$ cat src/rtl/mcu_mailbox_reader.sv
// mcu_mailbox_reader
// Wishbone-side master that drains MCU-to-FPGA mailbox messages from a shared
// dual-port BRAM. The BRAM port has no ack and a fixed 1-cycle read latency,
// so every bus cycle is exactly one clock long and timed by this block.
// The header {seq, len} is polled until seq differs from the last acknowledged
// one. The payload is then streamed on valid/ready, and {seq, len_clamped} is
// written back to the acknowledge word.
module mcu_mailbox_reader #(
   parameter logic [9:0]  BASE_ADDR = 10'h000,
   parameter logic [9:0]  HDR_ADDR  = 10'h3FE,
   parameter logic [9:0]  ACK_ADDR  = 10'h3FF,
   parameter logic [7:0]  MAX_LEN   = 8'd255,
   parameter int unsigned POLL_DIV  = 16
) (
   input  logic        clk_i,
   input  logic        resetn,
   output logic        wb_cyc_o,
   output logic        wb_stb_o,
   output logic        wb_we_o,
   output logic [9:0]  wb_adr_o,
   output logic [1:0]  wb_sel_o,
   output logic [15:0] wb_dat_o,
   input  logic [15:0] wb_dat_i,
   input  logic        enable_i,
   output logic [15:0] m_data_o,
   output logic        m_valid_o,
   input  logic        m_ready_i,
   output logic        m_last_o,
   output logic        busy_o,
   output logic [7:0]  msg_count_o
);

   localparam int unsigned      CNT_W    = (POLL_DIV > 1) ? $clog2(POLL_DIV) : 1;
   localparam logic [CNT_W-1:0] CNT_TERM = CNT_W'(POLL_DIV - 1);

   typedef enum logic [2:0] {
      ST_WAIT    = 3'd0,
      ST_HDR_RD  = 3'd1,
      ST_HDR_CHK = 3'd2,
      ST_DAT_RD  = 3'd3,
      ST_DAT_OUT = 3'd4,
      ST_ACK_WR  = 3'd5
   } state_t;

   state_t           state_q;
   logic [CNT_W-1:0] cnt_q;
   logic [7:0]       last_seq_q;
   logic [7:0]       seq_q;
   logic [7:0]       len_q;
   logic [7:0]       idx_q;
   logic             wb_cyc_q;
   logic             wb_we_q;
   logic [9:0]       wb_adr_q;
   logic [1:0]       wb_sel_q;
   logic [15:0]      wb_dat_q;
   logic [15:0]      m_data_q;
   logic             m_valid_q;
   logic             m_last_q;
   logic             busy_q;
   logic [7:0]       msg_count_q;

   logic [7:0]       hdr_len_d;
   logic [7:0]       idx_next_d;
   logic [9:0]       dat_adr_d;
   logic             last_hit_d;

   // Header length clamp, next payload index/address, and last-word detect.
   always_comb begin
      hdr_len_d  = wb_dat_i[7:0];
      if (wb_dat_i[7:0] > MAX_LEN) begin
         hdr_len_d = MAX_LEN;
      end else begin
         hdr_len_d = wb_dat_i[7:0];
      end
      idx_next_d = idx_q + 8'd1;
      dat_adr_d  = BASE_ADDR + {2'b00, idx_next_d};
      last_hit_d = (idx_q == (len_q - 8'd1));
   end

   // Mailbox FSM; all bus and stream outputs are registered here.
   always_ff @(posedge clk_i) begin
      if (!resetn) begin
         state_q     <= ST_WAIT;
         cnt_q       <= '0;
         last_seq_q  <= 8'h00;
         seq_q       <= 8'h00;
         len_q       <= 8'h00;
         idx_q       <= 8'h00;
         wb_cyc_q    <= 1'b0;
         wb_we_q     <= 1'b0;
         wb_adr_q    <= 10'h000;
         wb_sel_q    <= 2'b00;
         wb_dat_q    <= 16'h0000;
         m_data_q    <= 16'h0000;
         m_valid_q   <= 1'b0;
         m_last_q    <= 1'b0;
         busy_q      <= 1'b0;
         msg_count_q <= 8'h00;
      end else begin
         case (state_q)
            ST_WAIT: begin
               if (cnt_q == CNT_TERM) begin
                  // Terminal count is held until polling is allowed.
                  if (enable_i) begin
                     state_q  <= ST_HDR_RD;
                     wb_cyc_q <= 1'b1;
                     wb_we_q  <= 1'b0;
                     wb_sel_q <= 2'b00;
                     wb_adr_q <= HDR_ADDR;
                  end else begin
                     cnt_q <= cnt_q;
                  end
               end else begin
                  cnt_q <= cnt_q + 1'b1;
               end
            end
            ST_HDR_RD: begin
               // Single-cycle read; data returns during HDR_CHK.
               state_q  <= ST_HDR_CHK;
               wb_cyc_q <= 1'b0;
               wb_adr_q <= 10'h000;
            end
            ST_HDR_CHK: begin
               if (wb_dat_i[15:8] == last_seq_q) begin
                  state_q <= ST_WAIT;
                  cnt_q   <= '0;
               end else begin
                  seq_q  <= wb_dat_i[15:8];
                  len_q  <= hdr_len_d;
                  idx_q  <= 8'h00;
                  busy_q <= 1'b1;
                  if (hdr_len_d == 8'd0) begin
                     state_q  <= ST_ACK_WR;
                     wb_cyc_q <= 1'b1;
                     wb_we_q  <= 1'b1;
                     wb_sel_q <= 2'b11;
                     wb_adr_q <= ACK_ADDR;
                     wb_dat_q <= {wb_dat_i[15:8], 8'd0};
                  end else begin
                     state_q  <= ST_DAT_RD;
                     wb_cyc_q <= 1'b1;
                     wb_we_q  <= 1'b0;
                     wb_sel_q <= 2'b00;
                     wb_adr_q <= BASE_ADDR;
                  end
               end
            end
            ST_DAT_RD: begin
               state_q  <= ST_DAT_OUT;
               wb_cyc_q <= 1'b0;
               wb_adr_q <= 10'h000;
            end
            ST_DAT_OUT: begin
               if (!m_valid_q) begin
                  // First DAT_OUT cycle: read data is on wb_dat_i now.
                  m_data_q  <= wb_dat_i;
                  m_valid_q <= 1'b1;
                  m_last_q  <= last_hit_d;
               end else if (m_ready_i) begin
                  m_valid_q <= 1'b0;
                  m_last_q  <= 1'b0;
                  idx_q     <= idx_next_d;
                  if (m_last_q) begin
                     state_q  <= ST_ACK_WR;
                     wb_cyc_q <= 1'b1;
                     wb_we_q  <= 1'b1;
                     wb_sel_q <= 2'b11;
                     wb_adr_q <= ACK_ADDR;
                     wb_dat_q <= {seq_q, len_q};
                  end else begin
                     state_q  <= ST_DAT_RD;
                     wb_cyc_q <= 1'b1;
                     wb_we_q  <= 1'b0;
                     wb_sel_q <= 2'b00;
                     wb_adr_q <= dat_adr_d;
                  end
               end else begin
                  // Sink stalled: hold the presented word.
                  m_valid_q <= 1'b1;
               end
            end
            ST_ACK_WR: begin
               state_q     <= ST_WAIT;
               cnt_q       <= '0;
               wb_cyc_q    <= 1'b0;
               wb_we_q     <= 1'b0;
               wb_sel_q    <= 2'b00;
               wb_adr_q    <= 10'h000;
               wb_dat_q    <= 16'h0000;
               last_seq_q  <= seq_q;
               msg_count_q <= msg_count_q + 8'd1;
               busy_q      <= 1'b0;
            end
            default: begin
               state_q   <= ST_WAIT;
               cnt_q     <= '0;
               wb_cyc_q  <= 1'b0;
               wb_we_q   <= 1'b0;
               wb_sel_q  <= 2'b00;
               wb_adr_q  <= 10'h000;
               m_valid_q <= 1'b0;
               m_last_q  <= 1'b0;
               busy_q    <= 1'b0;
            end
         endcase
      end
   end

   assign wb_cyc_o    = wb_cyc_q;
   assign wb_stb_o    = wb_cyc_q;
   assign wb_we_o     = wb_we_q;
   assign wb_adr_o    = wb_adr_q;
   assign wb_sel_o    = wb_sel_q;
   assign wb_dat_o    = wb_dat_q;
   assign m_data_o    = m_data_q;
   assign m_valid_o   = m_valid_q;
   assign m_last_o    = m_last_q;
   assign busy_o      = busy_q;
   assign msg_count_o = msg_count_q;

endmodule

$ cat config.mk
export PLATFORM = sky130hd
export DESIGN_NAME = mcu_mailbox_reader
export DESIGN_NICKNAME = d
export VERILOG_FILES = /design/src/rtl/mcu_mailbox_reader.sv
export SDC_FILE = /design/constraint.sdc
export NUM_CORES = 1
export LEC_CHECK = 0
export CORE_MARGIN = 2
export CORE_UTILIZATION = 48
export DETAILED_ROUTE_END_ITERATION = 16
export GPL_TIMING_DRIVEN = 0
export HOLD_SLACK_MARGIN = 0.05
export MAX_ROUTING_LAYER = met4
export PLACE_DENSITY = 0.81
export SETUP_SLACK_MARGIN = 0.1
export SLEW_MARGIN = 30
export SYNTH_ARGS = -nofsm -noshare
export SYNTH_HDL_FRONTEND = slang
export SYNTH_SLANG_ARGS = --single-unit
$ cat constraint.sdc
create_clock -name clk_i -period 1.8 [get_ports clk_i]
set_input_delay 0.36 -clock clk_i [delete_from_list [all_inputs] [get_ports clk_i]]
set_output_delay 0.36 -clock clk_i [all_outputs]
set_load 0.03 [all_outputs]
==> key figures <==
Logic synthesis
  – Predominant post-synthesis flop cell: dfxtp_1
  – Yosys Warn Count: 0
  – Leading area contributor after synthesis: dfxtp_1
  – Syn Area/Cell: just under 9 µm²
  – Register area share after synthesis: 0.425
  – Synth async-reset ratio: 0
  – Post-synthesis instance area: between 4000 and 5000 µm²
  – Syn Nets: 527
  – Post-synth top area share: 0.425
  – Post-synth EDFFs: 0
  – Commonest cells in the netlist: dfxtp_1 (93), nand2_1 (93), a21oi_1 (35)
  – Synth top area cells: dfxtp_1 (43%), nand2_1 (8.0%), mux2i_1 (7.8%)
  – Mapped Cells: 503
  – Seq cells post-synth: 93
  – Synth cell types: 57

STA
  – Hold_ws: roughly 0.31 ns
  – Worst-margin pin slew: 0.532 ns
  – Final Setup Violations: 4
  – Fmax: 552 MHz
  – Worst Skew: about 0.014 ns
  – Fin crit period: between 1.5 and 2 ns
  – Final Hold Viols: 0
  – Setup repair after global routing missed its margin: true
  – Post-route setup slack: -0.0107 ns
  – Setup TNS: -0.0281 ns
  – Period utilization: 1.01
  – Slew Limit Fails: 0
  – Relative slew margins: 0.645

GRT
  – Pin count of the biggest net entering global routing: 19
  – Total grt overflow: 0
  – Gr usage total: 0.257
  – First-pass GRT wire length: a little under 20 mm
  – Vias in the first global route: roughly 4000
  – Initial antenna violation count: 0

Die
  – Core Region: ~8800 µm²
  – Die width: around 100 µm
  – Initial core utilization: 0.500
  – Die ar.: 9900 µm²
  – Num ports: approximately 80
  – Die height: 99.5 µm
  – Num rows: 34

Routing
  – Vias/cell: 5.65
  – Detailed Routing Iterations Pass 1: 5
  – Post-route ant nets: 0
  – Drt wl/cell: around 17 µm
  – Drc violations: 0
  – Routed WL: 12.7 mm
  – DR vias: 4148
  – DRT iter0 DRCs: between 200 and 300

Cells and area
  – # nets final: ~650
  – Layout area overhead: 39.6%
  – Number of diodes: 0
  – Layout cells sized above 1: 0.214

Clock tree
  – Clk_lat worst skew: 0.38 ns
  – Root Buffer: clkbuf_8
  – CTS tree: yes
  – CTS H-tree depth: 3
  – CTS buffer count: 9
  – Clock transition at the registers of the reported paths: between 0.1 and 0.15 ns
  – Max clock buf depth: 2
  – CTS Sinks: 93

Critical path
  – Buf/Inv on CP: 2
  – Worst r2r src: last_seq_q[4]
  – End point of the critical path: wb_adr_o[6]
  – Element type at the critical path start: flop
  – CP max stage cell: dfxtp_2
  – Worst R2R End: wb_adr_o[6]
  – Reg2Reg Setup Slack: -0.01 ns
  – Crit path largest cell delay: 0.35 ns
  – Cells on worst reg2reg path: 7
  – Crit path cell chain: xor2_2, nor4_4, buf_4, a31oi_4, and3_4, clkbuf_16, a22o_2
  – Crit. path cell count: 7
  – Critical Path AT: between 2 and 2.5 ns
  – CP delay by family, top: simple AND/OR/NAND/NOR gates
  – WS Path Type: reg -> reg
  – Crit path launch: last_seq_q[4]
  – Crit end category: flop
  – Required @ worst endpoint: around 2.1 ns
  – Max Fanout on Critical Path: 5

Run status
  – Status: finished with violations
  – Failing checks: negative setup slack

Power
  – PwrDens: 589 nW/µm²
  – Worst ir drop on vdd: a little over 0.0005 V
  – Tot Pwr: approximately 3.6 mW
  – Leakage: about 2.8 nW

Placed design
  – HPWL Detailed: roughly 8.0 mm
  – GPL Wtd Cong: between 0.9 and 1
  – Port buffer count: 77

Run
  – Max-cap viol count: 0

Hold path
  – Hold Path Class: in -> reg
[cell usage in the layout, fill, tap and decap left out, drive strengths merged, types with 2 or more instances in the layout]
master         instances
nand3b                 2
nor3b                  2
inv                   17
o211ai                 8
a211oi                 3
o21ai                 25
nor2b                  3
or2                    2
xor2                  22
dlygate4sd2           66
a31o                   2
a21oi                 36
ha                     4
nor3                   7
dlymetal6s2s           3
mux2i                 34
and3                   4
nand3                 10
a31oi                  4
a32o                   3
nand2b                 7
buf                   42
clkbuf                35
a21o                   2
xnor2                  9
a22o                  12
nand2                 94
nand4                  5
clkinv                 2
dfxtp                 93
o21bai                 3
nor4                   8
clkdlybuf4s50          7
nor2                  36
[where the power goes]
group	internal, mW	total [mW]	leakage, nW	switching (mW)
Sequential	2.06	2.06	0.758	0.00788
Combinational	0.0666	0.175	1.92	0.109
Clock	0.536	1.36	0.0943	0.825
Total	2.66	3.60	2.78	0.942
[area by class of cell]
class                      count  area, µm²
inverter                      13       48.8
fill                         679       2650
multi-input combinational    360       2530
sequential                    93       1890
buffer                        36        259
clock buffer                   9        124
timing repair buffer         108       1060
clock inverter                 7       65.1
tap                          108        135
[what timing repair did]
| action | 4_1_cts | 5_1_grt |
|---|---|---|
| resized for setup | 121 | 53 |
| cloned | 3 | 1 |
| hold buffers | 0 | 0 |
| setup buffers | 11 | 19 |
| setup endpoints to repair | 151 | 93 |
| pin swaps | 13 | 19 |
[registers in the layout, summed over array words and instances (netlist names)]
register	flops
last_seq_q	8
wb_sel_o	1
m_data_o	16
m_valid_o	1
wb_cyc_o	1
wb_adr_o	9
wb_dat_o	16
len_q	8
cnt_q	4
msg_count_o	8
busy_o	1
seq_q	8
m_last_o	1
idx_q	8
state_q	3
[worst min path at each step]
stage	slack [ns]	startpoint	to	cells past startpoint
2_1_floorplan	0.44	seq_q[0]	last_seq_q[0]	2
3_3_place_gp	0.44	busy_o	busy_o	2
3_5_place_dp	0.45	busy_o	busy_o	2
4_1_cts	0.45	wb_dat_i[10]	m_data_o[10]	3
5_1_grt	0.29	wb_dat_i[14]	m_data_o[14]	3
6_report	0.31	wb_dat_i[14]	m_data_o[14]	3
[layer usage]
metal,global-route usage,share of wire,vias to the layer above
met5,-,0,-
met4,0.0727,0.015,0
met3,0.0506,0.069,27
met2,0.437,0.50,197
met1,0.312,0.41,1966
li1,-,-,1958
[worst reg2reg max path, stage by stage, from the launching register on]
cell and delay (ns):
dfxtp_2 0.35, xor2_2 0.16, nor4_4 0.32, buf_4 0.20, a31oi_4 0.11, and3_4 0.22
clkbuf_16 0.15, a22o_2 0.20
[through the flow]
| step | instances | utilization | worst slack, ns | cell area, µm² |
|---|---|---|---|---|
| after floorplan | 503 | - | 0.0380 | 4400 |
| after global placement | 688 | 0.606 | -0.711 | 5310 |
| after detailed placement | 688 | 0.606 | -0.743 | 5310 |
| after CTS | 717 | 0.667 | -0.00349 | 5840 |
| after global routing | 734 | 0.697 | -0.0859 | 6110 |
| final | 734 | 0.697 | -0.0107 | 6110 |
[cells by family after synthesis]
family / count (synthesis) / synth area share
flip-flops: 93 / 0.425
AND/OR/NAND/NOR: 185 / 0.204
adder cells (fa/ha/maj): 4 / 0.0114
XOR/XNOR: 31 / 0.0620
multiplexers: 34 / 0.0777
AO/OA/AOI/OAI: 106 / 0.164
buffers and inverters: 50 / 0.0557
Note: power is estimated with default switching activity, not from simulation.
